`src/rtl/mod_squared_integ.sv`:
```
// Streaming |x|^2+|y|^2 with optional low-bit operand masking and non-coherent integration.
// Four-stage pipeline under a single global stall derived from the output handshake.
module mod_squared_integ #(
  parameter int unsigned DATA_W = 16,
  parameter int unsigned MASK_W = 8,
  parameter int unsigned CNT_W  = 10,
  parameter int unsigned ACC_W  = 42
) (
  input  logic                     clk,
  input  logic                     rst,
  input  logic                     approx_en,
  input  logic [MASK_W-1:0]        conf_bit_mask,
  input  logic [CNT_W-1:0]         int_len,
  input  logic                     in_valid,
  output logic                     in_ready,
  input  logic signed [DATA_W-1:0] in_x,
  input  logic signed [DATA_W-1:0] in_y,
  output logic                     out_valid,
  input  logic                     out_ready,
  output logic [ACC_W-1:0]         out_pwr,
  output logic                     out_sat
);

  localparam int unsigned PW = 2 * DATA_W;

  logic              adv;
  logic [DATA_W-1:0] ax_d, ay_d;

  logic              v1_q, v2_q, v3_q;
  logic [DATA_W-1:0] ax_q, ay_q;
  logic [PW-1:0]     sx_q, sy_q, p_q;
  logic [CNT_W-1:0]  len1_q, len2_q, len3_q;

  logic [CNT_W-1:0]  cnt_q, len_q, cur_len, cnt_inc;
  logic [ACC_W-1:0]  acc_q, acc_d;
  logic [ACC_W:0]    sum;
  logic              sat_q, sat_d, first, last;
  logic              out_valid_q, out_sat_q;
  logic [ACC_W-1:0]  out_pwr_q;

  assign adv       = !out_valid_q || out_ready;
  assign in_ready  = adv;
  assign out_valid = out_valid_q;
  assign out_pwr   = out_pwr_q;
  assign out_sat   = out_sat_q;

  // Unsigned magnitude keeps -2^(DATA_W-1) exact as 2^(DATA_W-1).
  always_comb begin
    ax_d = in_x[DATA_W-1] ? (~in_x + 1'b1) : in_x;
    ay_d = in_y[DATA_W-1] ? (~in_y + 1'b1) : in_y;
    if (approx_en) begin
      ax_d[MASK_W-1:0] = ax_d[MASK_W-1:0] & conf_bit_mask;
      ay_d[MASK_W-1:0] = ay_d[MASK_W-1:0] & conf_bit_mask;
    end
  end

  // int_len travels with each sample so the frame length is the one seen at acceptance.
  always_ff @(posedge clk or posedge rst) begin
    if (rst) begin
      v1_q   <= 1'b0;
      v2_q   <= 1'b0;
      v3_q   <= 1'b0;
      ax_q   <= '0;
      ay_q   <= '0;
      sx_q   <= '0;
      sy_q   <= '0;
      p_q    <= '0;
      len1_q <= '0;
      len2_q <= '0;
      len3_q <= '0;
    end else if (adv) begin
      v1_q   <= in_valid;
      ax_q   <= ax_d;
      ay_q   <= ay_d;
      len1_q <= int_len;
      v2_q   <= v1_q;
      sx_q   <= PW'(ax_q) * PW'(ax_q);
      sy_q   <= PW'(ay_q) * PW'(ay_q);
      len2_q <= len1_q;
      v3_q   <= v2_q;
      p_q    <= sx_q + sy_q;
      len3_q <= len2_q;
    end
  end

  always_comb begin
    first   = (cnt_q == '0);
    cur_len = first ? ((len3_q == '0) ? CNT_W'(1) : len3_q) : len_q;
    cnt_inc = cnt_q + CNT_W'(1);
    last    = (cnt_inc == cur_len);
    sum     = (ACC_W+1)'(acc_q) + (ACC_W+1)'(p_q);
    acc_d   = ACC_W'(p_q);
    sat_d   = 1'b0;
    if (!first) begin
      if (sum[ACC_W]) begin
        acc_d = '1;
        sat_d = 1'b1;
      end else begin
        acc_d = sum[ACC_W-1:0];
        sat_d = sat_q;
      end
    end
  end

  always_ff @(posedge clk or posedge rst) begin
    if (rst) begin
      cnt_q       <= '0;
      len_q       <= '0;
      acc_q       <= '0;
      sat_q       <= 1'b0;
      out_valid_q <= 1'b0;
      out_pwr_q   <= '0;
      out_sat_q   <= 1'b0;
    end else if (adv) begin
      out_valid_q <= v3_q && last;
      if (v3_q) begin
        acc_q <= acc_d;
        if (last) begin
          out_pwr_q <= acc_d;
          out_sat_q <= sat_d;
          cnt_q     <= '0;
          sat_q     <= 1'b0;
        end else begin
          cnt_q <= cnt_inc;
          sat_q <= sat_d;
          if (first) len_q <= cur_len;
        end
      end
    end
  end

endmodule
```
`config.mk`:
```
export PLATFORM = sky130hd
export DESIGN_NAME = mod_squared_integ
export DESIGN_NICKNAME = d
export VERILOG_FILES = /design/src/rtl/mod_squared_integ.sv
export SDC_FILE = /design/constraint.sdc
export NUM_CORES = 2
export LEC_CHECK = 0
export CORE_MARGIN = 4
export CORE_UTILIZATION = 55
export CTS_BUF_LIST = sky130_fd_sc_hd__clkbuf_2
export CTS_CLUSTER_DIAMETER = 50
export DETAILED_ROUTE_END_ITERATION = 8
export GPL_TIMING_DRIVEN = 0
export PLACE_DENSITY_LB_ADDON = 0.3
export SLEW_MARGIN = 5
export SYNTH_ARGS = -nofsm -noshare
export SYNTH_HDL_FRONTEND = slang
export SYNTH_SLANG_ARGS = --single-unit
```
`constraint.sdc`:
```
create_clock -name clk -period 27.4 [get_ports clk]
set_clock_uncertainty 0.15 [all_clocks]
set_input_delay 6.85 -clock clk [delete_from_list [all_inputs] [get_ports clk]]
set_output_delay 6.85 -clock clk [all_outputs]
set_load 0.005 [all_outputs]
```
After elaboration in Yosys (flattened, before gate mapping)

Index checks and enable logic that the tools add are counted.

Bits in read-only memories: 0
Input port bits: 55
Bits in latches: 0
Output and inout port bits: 45
Register bits: 268
Memories kept: 0
Memory bits (writable): 0
Word-level logic and storage cells: 51

Div/mod/pow operators: 0
Eq/ne operators: 1
Bitwise logic cells: 5
Multiplexer cells: 12
Shift operators: 0
Reductions and logical operators: 8
Order comparisons: 0
Multiply operators: 2
$add $sub $neg: 5

Operator list:

| cell                                                             | number |
|---|---|
| 42-bit 2-to-1 mux                                                | 2 |
| 16-bit by 16-bit multiplier with 32-bit output                   | 2 |
| 42-bit by 32-bit adder with 43-bit output                        | 1 |
| 16-bit by 1-bit adder with 16-bit output (second input constant) | 2 |
| 32-bit adder                                                     | 1 |
| 16-bit 2-to-1 mux                                                | 2 |
| 16-bit inverter                                                  | 2 |
| 10-bit 2-to-1 mux                                                | 3 |
| 10-bit zero test                                                 | 2 |
| 8-bit bitwise AND                                                | 2 |
| 8-bit 2-to-1 mux                                                 | 2 |
| 10-bit by 1-bit adder with 10-bit output (second input constant) | 1 |
| 10-bit equality test                                             | 1 |
| 4-bit AND reduction                                              | 1 |
| 1-bit 2-to-1 mux                                                 | 3 |
| 3-bit AND reduction                                              | 1 |
| 2-bit AND reduction                                              | 1 |
| 1-bit logical AND                                                | 1 |
| 1-bit zero test                                                  | 1 |
| 1-bit logical OR                                                 | 1 |
| 1-bit inverter                                                   | 1 |

Logic depth before layout (Yosys ltp)

Depth after elaboration: 6
Gate-level depth with buffers: 26
Depth with buffers taken out: 25

Least setup slack after synthesis

No wires, ideal clock.

Path kind: input port to output port
From: input port out_ready
To: output port in_ready
Arrival time: 7,579 ps
Path slack: 12,821 ps
Required time: 20,400 ps
Path buffers: 2
Stages: 4
Path through: nor2b_1 > clkinv_1 > clkbuf_1 > clkbuf_1

Cells in the longest elaborated chain, start to end: 1

Ends and longest elaborated chain:

| what               | RTL line | source |
|---|---|---|
| start: declaration | 19       | `input logic out_ready,` |
| 1-bit logical OR   | 41       | `assign adv = !out_valid_q \|\| out_ready;` |
| end: declaration   | 15       | `output logic in_ready,` |

Every way passes these cells.

Worst setup path after layout

Same ends and word-level chain as after synthesis.

==> results.json <==
{
  "status": "finished clean",
  "hold_end": "v2_q$_DFFE_PP0N_",
  "rsz0062_at_grt": "false",
  "setup_violations": 0,
  "syn_area_per_cell_um2": 8.87,
  "drt_iter0_markers": 1470,
  "start_util": 0.559,
  "io_pins": 100,
  "fin_nets": 4086,
  "routed_wirelength_mm": 75.3,
  "dp.cells": 4040,
  "ctsLongestPathBuffers": 3,
  "crit_fanout": 10,
  "slew_headroom": 0.217,
  "rows": 83,
  "fin_cells": 4172,
  "die_y_um": 237,
  "die_area_um2": 56300,
  "hpwl_mm": 60.2,
  "drive_above_1_share": 0.0496,
  "synth_area_um2": 28900,
  "post-synth-top-count-cell": "inv_1",
  "cts_tree": "built",
  "synthesis.nets": 3910,
  "antenna_left": 0,
  "grt_max_degree": 127,
  "drcViolationCount": 0,
  "grt_pass1_wl_mm": 125,
  "crit_required_ns": 20.40,
  "crit_path_end_kind": "primary output",
  "regToRegEndpoint": "sx_q[28]$_DFFE_PP0N_",
  "htreeDepth": 3,
  "antenna_found_initial": 3,
  "synth-warning-count": 0,
  "post_cts_resized": 0,
  "dpl_worst_slack_ns": 10.48,
  "syn_inst": 3259,
  "reg2reg_depth": 23,
  "finalHoldViolCount": 0,
  "synthTopCellsByCount": "inv_1, nand2_1, fa_1, ha_1, dfrtp_1",
  "worstHoldStart": "v2_q$_DFFE_PP0N_",
  "grt_pass1_vias": 23681,
  "numCtsBuffers": 73,
  "synth_top_area_share": 0.230,
  "grt_usage": 0.274,
  "hold_class": "reg2reg",
  "synth_ff_type": "dfrtp_1",
  "synth_top_cell_by_area": "dfrtp_1",
  "cts.sinks": 266,
  "die_w_um": 237,
  "hold_path_depth": 2,
  "firstDrtPassIters": 6,
  "overflow": 0,
  "viasPerCell": 5.51,
  "clock_latency_ns": 1.11,
  "area_growth_pct": 9.06,
  "core_um2": 51700,
  "reg2reg_from": "ax_q[4]$_DFFE_PP0N_",
  "async_flop_share": 1.00,
  "synthTopCellsByArea": "dfrtp_1, fa_1, ha_1",
  "synth-seq-cells": 266,
  "finalWeightedCongestion": 0.938,
  "cts_setup_buffers": 0,
  "cp-start-kind": "input pin",
  "fmax_ghz": 0.0589,
  "crit_type": "in2out",
  "crit_arrival_ns": 9.98,
  "synth_edf_count": 0,
  "worst_slew_pin_slew_ns": 1.17,
  "setup_slack_ns": 10.42,
  "via_count": 22995,
  "yosysUniqueCellTypes": 81,
  "fin_crit_sh": 0.620,
  "ff2ff_setup_slack_ns": 19.74,
  "fin_crit_ns": 16.98,
  "path_clk_slew_ns": 0.08,
  "io_buffers": 99,
  "cap_violations": 0,
  "root_buffer": "clkbuf_2",
  "finalSetupTns_ns": 0,
  "hold_buffers": 0,
  "wl_per_cell_um": 18.1,
  "slew_viol_final": 0,
  "yosysSeqAreaShare": 0.230
}
[cells in the final DEF (no fill, tap or decap), types with 17 or more instances in the layout]
| cell type | count |
|---|---|
| nor3_1 | 34 |
| nor2_1 | 181 |
| and2_1 | 79 |
| nand2b_1 | 17 |
| fa_1 | 325 |
| mux2i_1 | 18 |
| clkbuf_1 | 99 |
| a21o_1 | 55 |
| clkdlybuf4s50_1 | 99 |
| xnor2_1 | 76 |
| o21a_1 | 20 |
| o21ai_1 | 21 |
| a21oi_1 | 151 |
| and3_1 | 28 |
| nand3_1 | 37 |
| o31ai_1 | 52 |
| xor2_1 | 82 |
| inv_1 | 539 |
| dfrtp_1 | 266 |
| nand2_1 | 494 |
| clkinv_1 | 19 |
| clkbuf_2 | 97 |
| o21ai_0 | 125 |
| o21bai_1 | 18 |
| ha_1 | 271 |
| a31oi_1 | 31 |
[logic make-up after synthesis]
group | Yosys count | synth area share
flops | 266 | 0.230
xor+xnor | 158 | 0.0479
mux | 46 | 0.0186
simple gates | 959 | 0.149
fa+ha+maj | 596 | 0.342
compound gates | 570 | 0.125
buf+inv | 664 | 0.0873
[how the worst max path moves through the flow]
stage | depth (start not counted) | slack [ns] | end | start
floorplan | 4 | 12.82 | in_ready | out_ready
global placement | 2 | 9.53 | sy_q[28]$_DFFE_PP0N_ | rst
detailed placement | 6 | 10.48 | in_ready | out_ready
CTS | 6 | 10.48 | in_ready | out_ready
global route | 6 | 10.39 | in_ready | out_ready
finish | 6 | 10.42 | in_ready | out_ready
[worst max-delay path, cell delays in order]
cell and delay, ns:
clkdlybuf4s50_1 0.46, nor2b_1 0.13, clkinv_1 0.20, clkbuf_1 0.79
clkbuf_1 0.84, clkdlybuf4s50_1 0.68
[cell type report]
cell class	count	area, µm²
fillers	4663	20200
multi-input cells	2329	19700
flip-flops and latches	266	6660
inverters	543	2050
repair buffers	101	1050
well taps	680	851
clock buffers	97	485
plain buffers	121	485
clock inverters	30	215
diodes	5	12.5
[through the flow]
stage | utilization | hold slack [ns] | instance area [µm²]
after floorplan | - | 0.289 | 28900
after global placement | 0.594 | 0.300 | 30700
after detailed placement | 0.596 | 0.305 | 30800
after CTS | 0.609 | 0.325 | 31500
after global routing | 0.609 | 0.348 | 31500
final | 0.609 | 0.323 | 31500
[state kept, by name, summed over array words and instances (netlist names)]
register and flops:
v1_q 1, len1_q 10, out_valid 1, len_q 10, v2_q 1, ay_q 16, sx_q 31, ax_q 16
sat_q 1, acc_q 42, v3_q 1, out_pwr 42, cnt_q 10, len2_q 10, len3_q 10, p_q 32
out_sat 1, sy_q 31
[per-layer routing]
layer / wire length [µm] / track usage
met1: 32500 / 0.367
met2: 35000 / 0.450
met3: 5380 / 0.0642
met4: 2430 / 0.0814
met5: 41 / 0
Power is left out: the tool's default activity adds up to more than one toggle a clock period on the data nets, which glitch-free logic cannot reach.
